### src/rtl/hs_dpath_sfr_hs.sv
// Elastic fixed-latency pipeline: LATENCY shift stages with per-stage valid bits,
// a shared stage enable, and a 2-entry output skid FIFO that keeps s_ready off m_ready.
module hs_dpath_sfr_hs #(
    parameter type      DATA_TYPE   = logic,
    parameter DATA_TYPE RESET_VALUE = '0,
    parameter int       LATENCY     = 1
) (
    input  logic                           clk,
    input  logic                           sreset,
    input  logic                           s_valid,
    output logic                           s_ready,
    input  DATA_TYPE                       s_data,
    output logic                           m_valid,
    input  logic                           m_ready,
    output DATA_TYPE                       m_data,
    output logic                           ce,
    output logic [$clog2(LATENCY+3)-1:0]   in_flight,
    output logic                           busy
);

    localparam int             CW  = $clog2(LATENCY + 3);
    localparam logic [CW-1:0]  ONE = CW'(1);

    DATA_TYPE          r_data [LATENCY];
    logic [LATENCY-1:0] r_v;
    DATA_TYPE          r_fifo [2];
    logic [1:0]        r_cnt;
    logic [CW-1:0]     r_in_flight;

    logic w_ce;
    logic w_push;
    logic w_pop;
    logic w_in_xfer;
    logic w_out_xfer;

    // Stage enable and handshake qualifiers; only registers and sreset feed w_ce.
    always_comb begin
        w_ce       = !sreset && !(r_v[LATENCY-1] && (r_cnt == 2'd2));
        w_push     = w_ce && r_v[LATENCY-1];
        w_pop      = (r_cnt != 2'd0) && m_ready;
        w_in_xfer  = s_valid && w_ce;
        w_out_xfer = w_pop;
    end

    // Shift stages: all stages advance together on w_ce, bubbles included.
    always_ff @(posedge clk) begin
        if (sreset) begin
            r_v <= '0;
            for (int i = 0; i < LATENCY; i++) begin
                r_data[i] <= RESET_VALUE;
            end
        end else if (w_ce) begin
            r_v[0]    <= s_valid;
            r_data[0] <= s_data;
            for (int i = 1; i < LATENCY; i++) begin
                r_v[i]    <= r_v[i-1];
                r_data[i] <= r_data[i-1];
            end
        end else begin
            r_v <= r_v;
        end
    end

    // Skid FIFO: head lives in r_fifo[0]; a push with a concurrent pop at one entry replaces the head.
    always_ff @(posedge clk) begin
        if (sreset) begin
            r_cnt     <= 2'd0;
            r_fifo[0] <= RESET_VALUE;
            r_fifo[1] <= RESET_VALUE;
        end else begin
            case ({w_push, w_pop})
                2'b10: begin
                    r_fifo[r_cnt[0]] <= r_data[LATENCY-1];
                    r_cnt            <= r_cnt + 2'd1;
                end
                2'b01: begin
                    r_fifo[0] <= r_fifo[1];
                    r_cnt     <= r_cnt - 2'd1;
                end
                2'b11: begin
                    if (r_cnt == 2'd1) begin
                        r_fifo[0] <= r_data[LATENCY-1];
                    end else begin
                        r_fifo[0] <= r_fifo[1];
                        r_fifo[1] <= r_data[LATENCY-1];
                    end
                end
                default: begin
                    r_cnt <= r_cnt;
                end
            endcase
        end
    end

    // Beats accepted but not yet delivered; bounded by LATENCY+2 so it never wraps.
    always_ff @(posedge clk) begin
        if (sreset) begin
            r_in_flight <= '0;
        end else begin
            case ({w_in_xfer, w_out_xfer})
                2'b10:   r_in_flight <= r_in_flight + ONE;
                2'b01:   r_in_flight <= r_in_flight - ONE;
                default: r_in_flight <= r_in_flight;
            endcase
        end
    end

    // Output mapping; every output derives from registers (plus sreset for the enable).
    always_comb begin
        ce        = w_ce;
        s_ready   = w_ce;
        m_valid   = (r_cnt != 2'd0);
        m_data    = r_fifo[0];
        in_flight = r_in_flight;
        busy      = (r_in_flight != '0);
    end

endmodule

### config.mk
export PLATFORM = sky130hd
export DESIGN_NAME = hs_dpath_sfr_hs
export DESIGN_NICKNAME = d
export VERILOG_FILES = /design/src/rtl/hs_dpath_sfr_hs.sv
export SDC_FILE = /design/constraint.sdc
export NUM_CORES = 1
export LEC_CHECK = 0
export CORE_MARGIN = 10
export CORE_UTILIZATION = 30
export DETAILED_ROUTE_END_ITERATION = 8
export GPL_TIMING_DRIVEN = 0
export SYNTH_ARGS = -nofsm -noshare
export SYNTH_HDL_FRONTEND = slang
export SYNTH_SLANG_ARGS = --single-unit
### constraint.sdc
create_clock -name clk -period 4.6 [get_ports clk]
set_clock_uncertainty 0.1 [all_clocks]
set_input_delay 0.92 -clock clk [delete_from_list [all_inputs] [get_ports clk]]
set_output_delay 0.92 -clock clk [all_outputs]
set_load 0.05 [all_outputs]
## Word level (Yosys, flattened, before mapping)

Memories as Yosys holds them, arrays and structs flattened.
Cells that the tools add are included.
W data, S select, Z words.

| storage, ports and cells | value |
|---|---|
| memories kept | 2 |
| input bits | 5 |
| bits in registers | 5 |
| logic and storage cells | 63 |
| output and inout bits | 7 |
| RAM bits | 3 |

| cells by class | value |
|---|---|
| $add $sub $neg | 4 |
| reductions and logical operators | 13 |
| mux-type cells | 30 |
| eq/ne operators | 7 |
| bitwise logic cells | 4 |

Memory list:

| name | words | bits a word | read ports | clocked after Yosys merged registers in | wr ports | line | text |
|---|---|---|---|---|---|---|---|
| r_fifo | 2 | 1 | 2 | 0 | 2 | 26 | `DATA_TYPE r_fifo [2];` |
| r_data | 1 | 1 | 1 | 0 | 1 | 24 | `DATA_TYPE r_data [LATENCY];` |

Operators with widths:

| cell | number |
|---|---|
| $mux W1 | 28 |
| $eq A2 B2 Y1 const B | 4 |
| $pmux W2 S2 | 2 |
| $reduce_bool A2 Y1 | 4 |
| $eq A2 B1 Y1 const B | 3 |
| $logic_and A1 B1 Y1 | 5 |
| $add A2 B1 Y2 const B | 2 |
| $or A1 B1 Y1 | 4 |
| $sub A2 B1 Y2 const B | 2 |
| $logic_not A1 Y1 | 2 |
| $reduce_or A1 Y1 | 2 |

## Longest topological paths before layout

Gate-level depths: netlist of run 1.

| depth | value |
|---|---|
| word-level depth | 13 |
| gate-level depth with buffers | 9 |
| depth with buffers taken out | 9 |

## Least setup slack after synthesis of run 1

No wires, ideal clock.

| timing path | value |
|---|---|
| path type | in2out |
| start | in sreset |
| end | out s_ready |
| buffers on the path | 1 |
| stages | 2 |
| arrival | 2.161 ns |
| slack | 1.419 ns |
| data required time | 3.580 ns |
| cells stage by stage | a21oi_1 -> buf_4 |

| between the ends | value |
|---|---|
| cells in the longest elaborated chain, start to end | 2 |

Ends and longest elaborated chain:

| item | line | text |
|---|---|---|
| start, declared | 9 | `input logic sreset,` |
| $logic_not A1 Y1 | 38 | `w_ce = !sreset && !(r_v[LATENCY-1] && (r_cnt == 2'd2));` |
| $logic_and A1 B1 Y1 | 38 |  |
| end, declared | 11 | `output logic s_ready,` |

Every way passes these cells.

## Worst setup path after layout of run 1

Ends and elaborated chain as after synthesis.

==> results.toml, run 1 <==
[clocking]
cts_root_buf = "clkbuf_4"
cts_resized = 0
numCtsBuffers = 3
cts_tree = "built"
clk_path_buf_depth = 2
worstSkewPairLatency_ns = 0.26
hold_buffers = 0
cts_setup_buffers = 0
clock_sinks = 8
cts.htree.levels = 1
clk_pin_slew_ns = 0.06

[timing]
slew_viol_final = 0
hold_viol = 0
post-route-min-period_ns = 3.62
setup_slack_ns = 0.977
relSlewSlack_pct = 64.1
tightest_slew_ns = 0.538
rsz0062_at_grt = "false"
setup_violations = 0
timing.fmax_ghz = 0.276
fin_crit_sh_pct = 78.8
setup_tns_ns = 0

[placement]
place.gp.congestion = 0.725
dp_slack_ns = 0.985
numPortBuffers = 11

[layout]
area_growth_pct = 31.6
nets = 82
final_layout_size_suffix_gt1_share_pct = 5.80
antenna_cells = 0

[power_and_ir_drop]
irDropWorstVdd_v = 0.000229
power-per-cell-area_nw_per_um2 = 659
leakage_uw = 0.000272

[worst_setup_path]
r2r-start = "r_cnt[0]"
worstSetupStartpointType = "input port"
endpoint_kind = "output pin"
cp-startpoint = "sreset"
worst-path-max-fanout = 5
max_stage_delay_ns = 0.79
slowest_stage = "clkdlybuf4s50_1"
cp_data_arrival_time_ns = 2.60
crit_type = "in -> out"
worstPathCellList = "clkdlybuf4s50_1, a21oi_1, buf_4, clkdlybuf4s50_1"
crit_path_frequent_cell = "clkdlybuf4s50_1"
worstPathRequired_ns = 3.58

[detailed_routing]
routed.top_layer = "met4"
antenna_left = 0
wl_per_cell_um = 11.2
post_drt_via_cell_ratio = 4.66
routed_wl_um = 955
met3_wirelength_um = 49
drc = 0
met2_length_um = 456
drtPass1Iterations = 2
m1WireLength_um = 430
drt_iter0_drc = 1
vias = 396

[die]
fp.dieArea_um2 = 3670
io_pins = 12
die_width_um = 60.6
initial_core_util_pct = 32.4
rows = 14
die_h_um = 60.6
core_area_um2 = 1520

[global_routing]
gr-usage-all-layers_pct = 5.41
overflow = 0
grt_pass1_wl_um = 1480
antenna_found_initial = 0
grt_pass1_vias = 355
grt_max_degree = 11

[synthesis]
synth.net_count = 66
postSynthCellCount = 54
syn_avg_cell_area_um2 = 9.15
ys_types = 23
yosysWarnings = 0
ys_ff_latch = 8
synth_seq_area_share_pct = 38.5
synth_area_um2 = 494

[min_path]
min_path_type = "reg -> reg"
worstHoldStart = "in_flight[1]"

[run_status]
status = "completed"

[flow_run]
drv_cap = 0
-- layout make-up --
class                   instances  area [µm²]
clock buffers                   4        26.3
flip-flops and latches          8         190
multi-input cells              39         274
repair buffers                 11         110
plain buffers                   2        11.3
well taps                      16        20.0
inverters                       5        18.8
fillers                       156         873
-- metrics by stage --
step           instance area (µm²)  hold WS (ns)  std cells  utilization [%]  total power [µW]
2_1_floorplan                  494         0.384         54                -               301
3_3_place_gp                   624         0.390         81             41.0               371
3_5_place_dp                   624         0.400         81             41.0               374
4_1_cts                        651         0.414         85             42.7               434
5_1_grt                        651         0.463         85             42.7               461
6_report                       651         0.406         85             42.7               429
-- placed cells by master, fill, tap and decap left out, drive strengths merged --
cell type	count
and2	1
clkbuf	5
dfxtp	5
nand2b	2
ha	7
clkdlybuf4s50	11
edfxtp	3
o22ai	1
or2	1
xor2	3
nand3b	1
nand2	3
inv	5
nand4b	1
a211oi	1
a31oi	1
buf	1
o21ai	2
a21oi	5
nor2	5
nor2b	2
xnor2	1
or3	2
-- registers in the layout (all words and copies together), names as in the netlist --
signal / flops
r_v: 1
in_flight: 2
r_fifo: 2
r_cnt: 2
r_data: 1
-- logic make-up after synthesis --
group / share of synthesized area [%]
buf+inv: 6.08
fa+ha+maj: 17.7
compound gates: 11.1
simple gates: 19.5
flops: 38.5
xor+xnor: 7.09
-- worst max-delay path, delay by kind of cell --
| family | cells | cell delay (ns) |
|---|---|---|
| buf+inv | 3 | 1.38 |
| compound gates | 1 | 0.30 |
-- final timing paths --
path,to,depth (start not counted),slack (ns)
setup reg to reg,r_fifo[0],7,2.24
hold / removal,in_flight[1],2,0.41
setup / recovery,s_ready,4,0.98
hold reg to reg,in_flight[1],2,0.41
-- synth_stat cells, drive strengths merged --
| library cell | n | area (µm²) |
|---|---|---|
| nor2 | 5 | 18.8 |
| nand4b | 1 | 8.76 |
| o22ai | 1 | 6.26 |
| dfxtp | 5 | 100 |
| or3 | 2 | 12.5 |
| or2 | 1 | 6.26 |
| buf | 1 | 7.51 |
| a211oi | 1 | 7.51 |
| o21ai | 2 | 10.0 |
| a31oi | 1 | 6.26 |
| and2 | 1 | 6.26 |
| ha | 7 | 87.6 |
| xnor2 | 1 | 8.76 |
| edfxtp | 3 | 90.1 |
| nand2 | 3 | 11.3 |
| nand3b | 1 | 7.51 |
| xor2 | 3 | 26.3 |
| a21oi | 5 | 25.0 |
| nand2b | 2 | 12.5 |
| clkbuf | 1 | 3.75 |
| inv | 5 | 18.8 |
| nor2b | 2 | 12.5 |
-- where the power goes --
part	internal (µW)	leakage (µW)	switching (µW)
Combinational	95.8	0.000183	162
Sequential	95.1	0.0000738	17.7
Clock	33.2	0.0000150	24.8
Total	224	0.000272	205
-- per-layer routing --
metal,vias to the layer above,global-route usage [%]
li1,212,-
met1,174,5.79
met2,8,8.01
met3,2,3.55
met4,0,2.82
met5,-,0
(Power assumes the default switching activity.)
==> run 2: changes to the inputs <==
clock period = 3.2 ns   (was 4.6 ns; I/O delays follow)
==> results.toml, run 2 (synthesized netlist as in run 1, its figures left out) <==
[run_status]
status = "completed"

[layout]
final_cell_mix = "10 x clkdlybuf4s50_1, 7 x ha_1"
final_cell_area_um2 = 653
final_layout_size_suffix_gt1_share_pct = 5.80
layout_commonest_cell = "clkdlybuf4s50_1"
antenna_cells = 0
nets = 82
final_cells = 85
area_growth_pct = 32.2

[clocking]
cts_tree = "built"
hold_buffers = 0
clk_path_buf_depth = 2
cts.htree.levels = 1
clk_pin_slew_ns = 0.06
cts_root_buf = "clkbuf_4"
numCtsBuffers = 3
clock_sinks = 8
worstSkewPairLatency_ns = 0.26

[detailed_routing]
routed_wl_um = 956
drtPass1Iterations = 2
wl_per_cell_um = 11.2
antenna_left = 0
drc = 0
post_drt_via_cell_ratio = 4.66
vias = 396
drt_iter0_drc = 1

[timing]
hold_ws_ns = 0.406
setup_tns_ns = 0
tightest_slew_ns = 0.538
relSlewSlack_pct = 64.1
slew_viol_final = 0
timing.fmax_ghz = 0.336
hold_viol = 0
rsz0062_at_grt = "false"
post-route-min-period_ns = 2.98
fin_crit_sh_pct = 93.1
setup_violations = 0

[die]
die_h_um = 60.6
initial_core_util_pct = 32.4
io_pins = 12
fp.dieArea_um2 = 3670
core_area_um2 = 1520
die_width_um = 60.6
rows = 14

[power_and_ir_drop]
leakage_uw = 0.000281
irDropWorstVdd_v = 0.000330
power-per-cell-area_nw_per_um2 = 944
power.total_uw = 616

[placement]
dpl.cell_count = 81
numPortBuffers = 11
place.gp.congestion = 0.725
place_area_um2 = 624

[min_path]
min_path_type = "reg -> reg"

[worst_setup_path]
crit_type = "in -> out"
endpoint_kind = "output pin"
cp_data_arrival_time_ns = 2.24
worstSetupStartpointType = "input port"
worstPathCellList = "clkdlybuf4s50_1, a21oi_1, clkdlybuf4s50_1"
path_buf_inv = 2
worst-path-max-fanout = 5
crit_path_frequent_cell = "clkdlybuf4s50_1"
slowest_stage = "clkdlybuf4s50_1"
worstPathRequired_ns = 2.46
path_delay_family = "buffers and inverters"
max_stage_delay_ns = 0.88

[flow_run]
drv_cap = 0

[global_routing]
antenna_found_initial = 0
overflow = 0
grt_pass1_vias = 355
grt_pass1_wl_um = 1480
gr-usage-all-layers_pct = 5.41
grt_max_degree = 11
[run 2: changes by cell type in the layout (fill, tap and decap cells not counted), sizes merged]
cell / change
clkdlybuf4s50: -1
dlymetal6s2s: +1
[run 2: area by class of cell]
cell class,count,area (µm²)
fill,156,871
inverter,5,18.8
tap,16,20.0
timing repair buffer,11,113
buffer,2,11.3
multi-input combinational,39,274
sequential,8,190
clock buffer,4,26.3
[run 2: repair_timing]
item / CTS / global route
setup buffers: 0 / 0
endpoints found under the setup margin: 0 / 1
resized for setup: 0 / 1
[run 2: path summary, 6_finish.rpt]
check | cells after the start | end | start | slack (ns)
setup / recovery | 3 | ce | sreset | 0.22
setup reg to reg | 7 | r_fifo[0] | r_cnt[0] | 0.84
hold / removal | 2 | in_flight[1] | in_flight[1] | 0.41
hold reg to reg | 2 | in_flight[1] | in_flight[1] | 0.41
[run 2: per-stage QoR]
step	setup slack [ns]	util [%]
after floorplan	0.430	-
after global placement	0.123	41.0
after detailed placement	0.145	41.0
after CTS	0.130	42.7
after global routing	0.0568	42.9
final	0.222	42.9
[run 2: worst register-to-register path, cell delays in order (launching register included)]
cell     delay (ns)
dfxtp_1        0.43
inv_1          0.10
ha_1           0.21
nor2b_1        0.44
inv_1          0.13
ha_1           0.24
nor2b_1        0.15
or3_1          0.32
[run 2: report_power, final]
group / switching [µW] / leakage [µW] / internal (µW)
Clock: 35.7 / 0.0000150 / 47.8
Combinational: 233 / 0.000192 / 138
Sequential: 25.5 / 0.0000738 / 137
Total: 294 / 0.000281 / 322
[run 2: routing by layer]
layer | up-vias | wire [µm] | global-route usage, %
met5 | - | 0 | 0
met4 | 0 | 18 | 2.82
met3 | 2 | 49 | 3.55
met2 | 8 | 456 | 8.01
met1 | 174 | 432 | 5.79
li1 | 212 | - | -
